--- src/rtl/jtframe_db9_scan.sv ---
// Scans NJOY DB9 joystick ports sharing one SELECT line, auto-detecting Atari,
// Megadrive 3-button and 6-button pads, and publishes decoded words once per scan.
module jtframe_db9_scan_lane (
  input  logic        clk,
  input  logic        rst,
  input  logic [5:0]  pins,      // {p5,p4,right,left,down,up}, active low
  input  logic        smp_ph0,
  input  logic        smp_ph1,
  input  logic        smp_ph5,
  input  logic        smp_ph6,
  input  logic        latch,
  output logic [11:0] joy_out,   // {mode,z,y,x,start,c,b,a,up,down,left,right}
  output logic [1:0]  joy_type
);
  logic [5:0]  s1, s2;
  logic [11:0] sh;
  logic        md_det, six_det;

  always_ff @(posedge clk) begin
    if (rst) begin
      s1       <= 6'h3f;
      s2       <= 6'h3f;
      sh       <= '0;
      md_det   <= 1'b0;
      six_det  <= 1'b0;
      joy_out  <= '0;
      joy_type <= '0;
    end else begin
      s1 <= pins;
      s2 <= s1;
      if (smp_ph0) begin
        sh[3:0] <= {~s2[0], ~s2[1], ~s2[2], ~s2[3]};
        sh[5]   <= ~s2[4];
        sh[6]   <= ~s2[5];
      end
      if (smp_ph1) begin
        md_det <= ~s2[2] & ~s2[3];
        sh[4]  <= ~s2[4];
        sh[7]  <= ~s2[5];
      end
      if (smp_ph5) six_det <= (s2[3:0] == 4'h0);
      // Extra buttons appear on the direction pins only after the third low pulse
      if (smp_ph6 && six_det)
        sh[11:8] <= {~s2[3], ~s2[0], ~s2[1], ~s2[2]};
      if (latch) begin
        if (six_det) begin
          joy_out  <= sh;
          joy_type <= 2'd2;
        end else if (md_det) begin
          joy_out  <= {4'b0, sh[7:0]};
          joy_type <= 2'd1;
        end else begin
          joy_out  <= {5'b0, sh[6:5], 1'b0, sh[3:0]};
          joy_type <= 2'd0;
        end
      end
    end
  end
endmodule

module jtframe_db9_scan #(
  parameter int NJOY      = 2,
  parameter int PHASE_CYC = 256,
  parameter int IDLE_CYC  = 98304,
  parameter int MD_EN     = 1
) (
  input  logic                clk,
  input  logic                rst,
  input  logic [6*NJOY-1:0]   joy_bus,
  output logic                joy_select,
  output logic [12*NJOY-1:0]  joy_out,
  output logic [2*NJOY-1:0]   joy_type,
  output logic                scan_done
);
  localparam int MAXC = (PHASE_CYC > IDLE_CYC) ? PHASE_CYC : IDLE_CYC;
  localparam int CW   = $clog2(MAXC);
  localparam logic [CW-1:0] PH_LAST   = CW'(PHASE_CYC - 1);
  localparam logic [CW-1:0] IDLE_LAST = CW'(IDLE_CYC - 1);

  typedef enum logic [3:0] {
    IDLE, PH0, PH1, PH2, PH3, PH4, PH5, PH6, PH7, LATCH
  } state_t;

  state_t        state, state_nx;
  logic [CW-1:0] cnt, cnt_nx;
  logic          in_ph, ph_end, odd_ph;

  logic [NJOY-1:0][5:0]  bus_l;
  logic [NJOY-1:0][11:0] out_l;
  logic [NJOY-1:0][1:0]  type_l;

  assign in_ph  = (state >= PH0) && (state <= PH7);
  assign ph_end = in_ph && (cnt == PH_LAST);
  assign odd_ph = (state == PH1) || (state == PH3) || (state == PH5) || (state == PH7);
  assign joy_select = (MD_EN == 0) ? 1'b1 : ~odd_ph;

  always_ff @(posedge clk) begin
    if (rst) begin
      state     <= IDLE;
      cnt       <= '0;
      scan_done <= 1'b0;
    end else begin
      state     <= state_nx;
      cnt       <= cnt_nx;
      scan_done <= (state == LATCH);
    end
  end

  always_comb begin
    state_nx = state;
    cnt_nx   = cnt + 1'b1;
    case (state)
      IDLE: if (cnt == IDLE_LAST) begin
        state_nx = PH0;
        cnt_nx   = '0;
      end
      LATCH: begin
        state_nx = IDLE;
        cnt_nx   = '0;
      end
      default: if (ph_end) begin
        cnt_nx   = '0;
        // Without Megadrive support the scan is a single SELECT-high phase
        state_nx = (state == PH7 || MD_EN == 0) ? LATCH : state_t'(state + 4'd1);
      end
    endcase
  end

  assign bus_l    = joy_bus;
  assign joy_out  = out_l;
  assign joy_type = type_l;

  genvar g;
  generate
    for (g = 0; g < NJOY; g++) begin : g_lane
      jtframe_db9_scan_lane u_lane (
        .clk      (clk),
        .rst      (rst),
        .pins     (bus_l[g]),
        .smp_ph0  (ph_end && state == PH0),
        .smp_ph1  (ph_end && state == PH1),
        .smp_ph5  (ph_end && state == PH5),
        .smp_ph6  (ph_end && state == PH6),
        .latch    (state == LATCH),
        .joy_out  (out_l[g]),
        .joy_type (type_l[g])
      );
    end
  endgenerate
endmodule

--- config.mk ---
export PLATFORM = sky130hd
export DESIGN_NAME = jtframe_db9_scan
export DESIGN_NICKNAME = d
export VERILOG_FILES = /design/src/rtl/jtframe_db9_scan.sv
export SDC_FILE = /design/constraint.sdc
export NUM_CORES = 1
export LEC_CHECK = 0
export CELL_PAD_IN_SITES_DETAIL_PLACEMENT = 0
export CELL_PAD_IN_SITES_GLOBAL_PLACEMENT = 1
export CORE_AREA = 2 2 120 122
export CTS_BUF_LIST = sky130_fd_sc_hd__clkbuf_8
export DETAILED_ROUTE_END_ITERATION = 8
export DIE_AREA = 0 0 122 124
export GPL_TIMING_DRIVEN = 0
export PLACE_DENSITY_LB_ADDON = 0.1
export SLEW_MARGIN = 0
export SYNTH_ARGS = -nofsm -noshare
export SYNTH_HDL_FRONTEND = slang
export SYNTH_SLANG_ARGS = --single-unit
--- constraint.sdc ---
create_clock -name clk -period 2.29 [get_ports clk]
set_input_delay 0.458 -clock clk [delete_from_list [all_inputs] [get_ports clk]]
set_output_delay 0.458 -clock clk [all_outputs]
set_load 0.05 [all_outputs]
---- Word-level counts from Yosys, hierarchy flattened ----
Cells that the tools add are included.
operators by class
  bitwise gates (word level) .............. 15
  multiply operators ...................... 0
  divide/modulo/power cells ............... 0
  mux-type cells .......................... 15
  add/sub/neg operators ................... 2
  shifts and indexed selects .............. 0
  equal/unequal tests ..................... 10
  reduce and logical (&&, ||, !) cells .... 16
  magnitude comparators ................... 2
operators by type and width
  kind                   count
  $mux 17                2
  $pmux 17 s2            1
  $mux 12                2
  $add 17x1->17 const B  1
  $eq 17x17->1 const B   1
  $eq 17x8->1 const B    1
  $mux 8                 2
  $not 1->1              13
  $eq 4x3->1 const B     3
  $logic_not 4->1        3
  $mux 4                 3
  $eq 4x4->1 const B     2
  $logic_and 1x1->1      8
  $pmux 4 s2             1
  $add 4x1->4 const B    1
  $eq 4x1->1 const B     1
  $eq 4x2->1 const B     1
  $ge 4x1->1 const B     1
  $le 4x4->1 const B     1
  $mux 2                 2
  $logic_or 1x1->1       3
  $reduce_bool 3->1      1
  $and 1x1->1            2
  $mux 1                 2
  2 further kinds        2
word-level totals
  memory bits (writable) .................. 0
  memories kept ........................... 0
  output and inout bits ................... 30
  register bits after elaboration ......... 102
  latch bits .............................. 0
  ROM bits ................................ 0

---- Longest topological paths before layout ----
  depth after elaboration ................. 5
  depth in mapped cells ................... 8

---- Hierarchy ----
Synthesis repeated with hierarchy kept, for this count alone.
second synthesis, totals
  cells, all modules ...................... 382
  area, all modules ....................... 3,798.6 µm²
modules (own cells, without submodules)
  module                 area an instance (µm²)  cells an instance  instances
  jtframe_db9_scan_lane  1,333.8                 127                2
  jtframe_db9_scan       1,131.1                 128                1

---- Worst setup path after synthesis ----
No wires, ideal clock.
  path kind ............................... reg2reg
  start ................................... register cnt[0]
  end ..................................... register cnt[16]
  slack ................................... 113 ps
  data required time ...................... 2,175 ps
  stages on the path, launching flop included .. 9
  data arrival time ....................... 2,062 ps
  path through ............................ dfxtp_1 > ha_1 > nand4_2 > or3_1 > buf_2 > o41a_1 > o21bai_4 > buf_4 > nor2_1
between the ends
  word-level cells in the longest chain between the ends .. 4
  elaborated cells on any way between the ends .. 7
  classes of those cells .................. add/sub: 1; eq/ne: 2; mux: 3; reduce/logical: 1
ends and longest elaborated chain
  item                                                   line  source
  start, declared                                        85    logic [CW-1:0] cnt, cnt_nx;
  start signal, assigned                                 104   cnt <= cnt_nx;
  branches (longest 3 deep; another with $add 17x1->17)  n/a
  $pmux 17 s2 *                                          112   case (state)
Every way passes the cells marked *.
A chain may end at the register's enable or synchronous reset.

---- Final worst setup path ----
  start ................................... register state[0]
  end ..................................... register state[0]
between the ends
  word-level cells in the longest chain between the ends .. 5
  elaborated cells on any way between the ends .. 14
  classes of those cells .................. add/sub: 1; order compare: 2; eq/ne: 3; mux: 3; reduce/logical: 5
ends and longest elaborated chain
  item                                                 line  source
  start, declared                                      84    state_t state, state_nx;
  start signal, assigned                               103   state <= state_nx;
  branches (longest 5 deep; another with $add 4x1->4)  n/a
Parallel ways; which one is timed is not known. The select of a mux whose other input is x is not followed.

==> flow_summary_export.csv <==
group,metric,value,unit
power_and_ir_drop,p_leak,1.74,nW
sta,fin_skew,0.00561,ns
critical_path,worstReg2RegStart,"state[0]",
sta,timing.setup.tns,0,ns
floorplanning,row_count,43,
sta,period_share,96.0,%
logic_synthesis,ys_seq_area_share,52.1,%
clock_network,clock_latency,0.38,ns
floorplanning,dieHeight,124,um
placed_design,dp_slack,-0.309,ns
logic_synthesis,synth_seq_cells,102,
placed_design,placed_area,4580,sq um
sta,fin_crit,2.20,ns
clock_network,cts_root_buffer,"clkbuf_8",
critical_path,critPathCaptureType,"flip-flop",
clock_network,clkTransAtPathRegs,0.10,ns
layout,finalInstanceArea,4950,sq um
floorplanning,die_area,15100,sq um
clock_network,cts_tree,"built",
route,viasPerCell,4.49,
route,route.vias.total,3001,
placed_design,dp_hpwl,6.95,mm
logic_synthesis,async_flop_share,0,%
status,status,"complete, no violations",
logic_synthesis,synth_cell_types,39,
layout,layout_commonest_cell,"dfxtp_1",
critical_path,cp.required,2.60,ns
route,drt_pass1_iterations,4,
route,wire_per_inst,14.8,um
sta,slew_headroom,58.5,%
layout,num_antenna_cells,0,
layout,multi_input_area,1770,sq um
logic_synthesis,synth_area_per_cell,9.22,sq um
placed_design,dpl.cell_count,648,
placed_design,io_buffers,43,
min_path,hold_path.class,"reg2reg",
sta,hold_ws,0.417,ns
logic_synthesis,synth.largest_area_cell,"dfxtp_1",
sta,hold_viol_final,0,
clock_network,cts_buffers,9,
global_route,grt_pass1_wl,15.7,mm
clock_network,htreeDepth,3,
layout,layout_common_cells,"dfxtp_1 (98), nand2_1 (49), clkdlybuf4s50_1 (42), a21oi_1 (34), nor2_1 (32)",
sta,setup_viol,0,
route,drt-initial-drc-count,120,
critical_path,reg2reg_slack,0.09,ns
floorplanning,fp.coreArea,13700,sq um
floorplanning,io_pins,44,
route,wirelength,9.89,mm
critical_path,cp.arrival,2.51,ns
global_route,gr-total-overflow,0,
logic_synthesis,synth_nets,445,
critical_path,start_kind,"flip-flop",
critical_path,crit_fanout,4,
clock_network,cts.sinks,102,
critical_path,critPathKind,"reg2reg",
logic_synthesis,ys.flop_type,"dfxtp_1",
global_route,grt_pass1_vias,2948,
power_and_ir_drop,p_per_area,675,nW/um^2
logic_synthesis,synthTopCellsByArea,"dfxtp_1 (52%), nand2_1 (4.7%), mux2i_1 (4.6%), or2_2 (4.5%), a21oi_1 (4.3%)",
sta,layout_setup_ws,0.0910,ns
critical_path,reg2regPathDepth,8,
route,ant_nets,0,
min_path,hp-start,"g_lane[0].u_lane.s1[5]",
layout,ff_latch_area,2050,sq um
logic_synthesis,yosys_warnings,0,
clock_network,cts.path.max_buffers,2,
global_route,antenna_found_initial,0,
layout,nets,504,
critical_path,r2r-end,"state[0]",
layout,drive_above_1_share,16.8,%
global_route,grt_usage,13.8,%
logic_synthesis,synth_edf_count,0,
run,maxCapViolCount,0,
layout,fill_cells,1470,
global_route,grt_max_degree,17,
logic_synthesis,synth_area,3920,sq um
layout,area_growth,26.3,%
placed_design,gp_congestion,0.830,
sta,drv_slew,0,
min_path,holdPathStages,1,
logic_synthesis,synth_cells,425,
floorplanning,die_w,122,um
sta,tightest_slew,0.622,ns
floorplanning,initial_core_util,28.6,%
logic_synthesis,yosys.area.top_type_share,52.1,%
route,drc_errors,0,
sta,rsz0062_at_grt,"false",
sta,max_freq,455,MHz
power_and_ir_drop,ir_drop,0.248,mV
layout,final_cells,669,
min_path,worst_hold_path.endpoint,"g_lane[0].u_lane.s2[5]",
==> synth_stat cells (2+ instances only) <==
| cell type | number |
|---|---|
| dfxtp_1 | 102 |
| nand2_1 | 49 |
| a21oi_1 | 34 |
| nor2_1 | 32 |
| or2_2 | 28 |
| clkbuf_1 | 20 |
| nand3_1 | 20 |
| mux2i_1 | 18 |
| inv_1 | 17 |
| nand2b_1 | 11 |
| xnor2_1 | 10 |
| a211oi_1 | 8 |
| a31oi_1 | 8 |
| ha_1 | 6 |
| nor3_1 | 6 |
| and3_1 | 5 |
| nor2b_1 | 5 |
| xor2_1 | 5 |
| o211ai_1 | 4 |
| or3_1 | 4 |
| a21o_1 | 3 |
| buf_1 | 3 |
| nor4_1 | 3 |
| o21ai_0 | 3 |
| buf_2 | 2 |
| buf_4 | 2 |
| mux2_2 | 2 |
| nand3b_1 | 2 |
| nand4_1 | 2 |
| nor4_4 | 2 |
==> worst max path at each step <==
stage	start	end	slack, ns	cells after the start
2_1_floorplan	cnt[0]	cnt[16]	0.11	8
3_3_place_gp	rst	g_lane[1].u_lane.joy_out[4]	-0.31	5
3_5_place_dp	rst	g_lane[1].u_lane.joy_out[8]	-0.31	5
4_1_cts	cnt[1]	state[0]	0.01	7
5_1_grt	rst	g_lane[0].u_lane.joy_out[5]	0.007	5
6_report	state[0]	state[0]	0.09	8
==> registers in the layout (all words and copies together), names as in the netlist <==
signal,count
g_lane.u_lane.sh,24
cnt,17
state,4
scan_done,1
g_lane.u_lane.s2,12
g_lane.u_lane.md_det,2
g_lane.u_lane.joy_out,24
g_lane.u_lane.six_det,2
g_lane.u_lane.joy_type,4
g_lane.u_lane.s1,12
==> cell families (layout without fill, tap and decap cells) <==
| kind of cell | count (synthesis) | in the layout | share of synthesized area [%] |
|---|---|---|---|
| buffers and inverters | 44 | 108 | 4.47 |
| XOR/XNOR | 15 | 15 | 3.35 |
| flip-flops | 102 | 102 | 52.1 |
| AO/OA/AOI/OAI | 64 | 64 | 9.99 |
| adder cells (fa/ha/maj) | 6 | 6 | 1.92 |
| multiplexers | 20 | 20 | 5.17 |
| AND/OR/NAND/NOR | 174 | 174 | 23.0 |
==> worst max-delay path: stages, from the launching register on <==
cell     delay (ns)
dfxtp_4        0.37
inv_2          0.05
ha_1           0.18
nor4b_1        0.14
or3_4          0.41
buf_6          0.15
o31a_1         0.34
or3_1          0.36
a21oi_1        0.12
==> metal layers <==
layer	global-route usage, %	share of wire, %
met1	18.8	50
met2	21.3	45
met3	2.61	2.8
met4	6.03	1.9
met5	0	0
==> per-stage QoR <==
stage	total power, W	utilization [%]
after floorplan	0.00197	-
after global placement	0.00204	33.4
after detailed placement	0.00204	33.4
after CTS	0.00338	35.6
after global routing	0.00350	36.1
final	0.00334	36.1
==> where the power goes <==
group / internal (W) / total (W) / switching (W) / leakage [nW]
clock network: 0.000675 / 0.00132 / 0.000642 / 0.116
registers: 0.00181 / 0.00183 / 0.0000259 / 0.830
logic: 0.0000952 / 0.000196 / 0.000101 / 0.798
==> final cells by class <==
class                           count  share of cell area, %
Buffer                             23                   2.17
Clock buffer                       11                   3.06
Clock inverter                      5                   1.64
Inverter                           17                   1.29
Multi-Input combinational cell    279                   35.8
Sequential cell                   102                   41.5
Tap cell                          180                   4.55
Timing Repair Buffer               52                   10.0
==> what timing repair did <==
action	in CTS	in global routing
pin swaps	4	4
endpoints found under the hold margin	0	0
buffers inserted	5	4
resized for setup	17	18
hold buffers	0	0
cloned	0	0
endpoints found under the setup margin	43	58
Note: power is estimated with default switching activity, not from simulation.
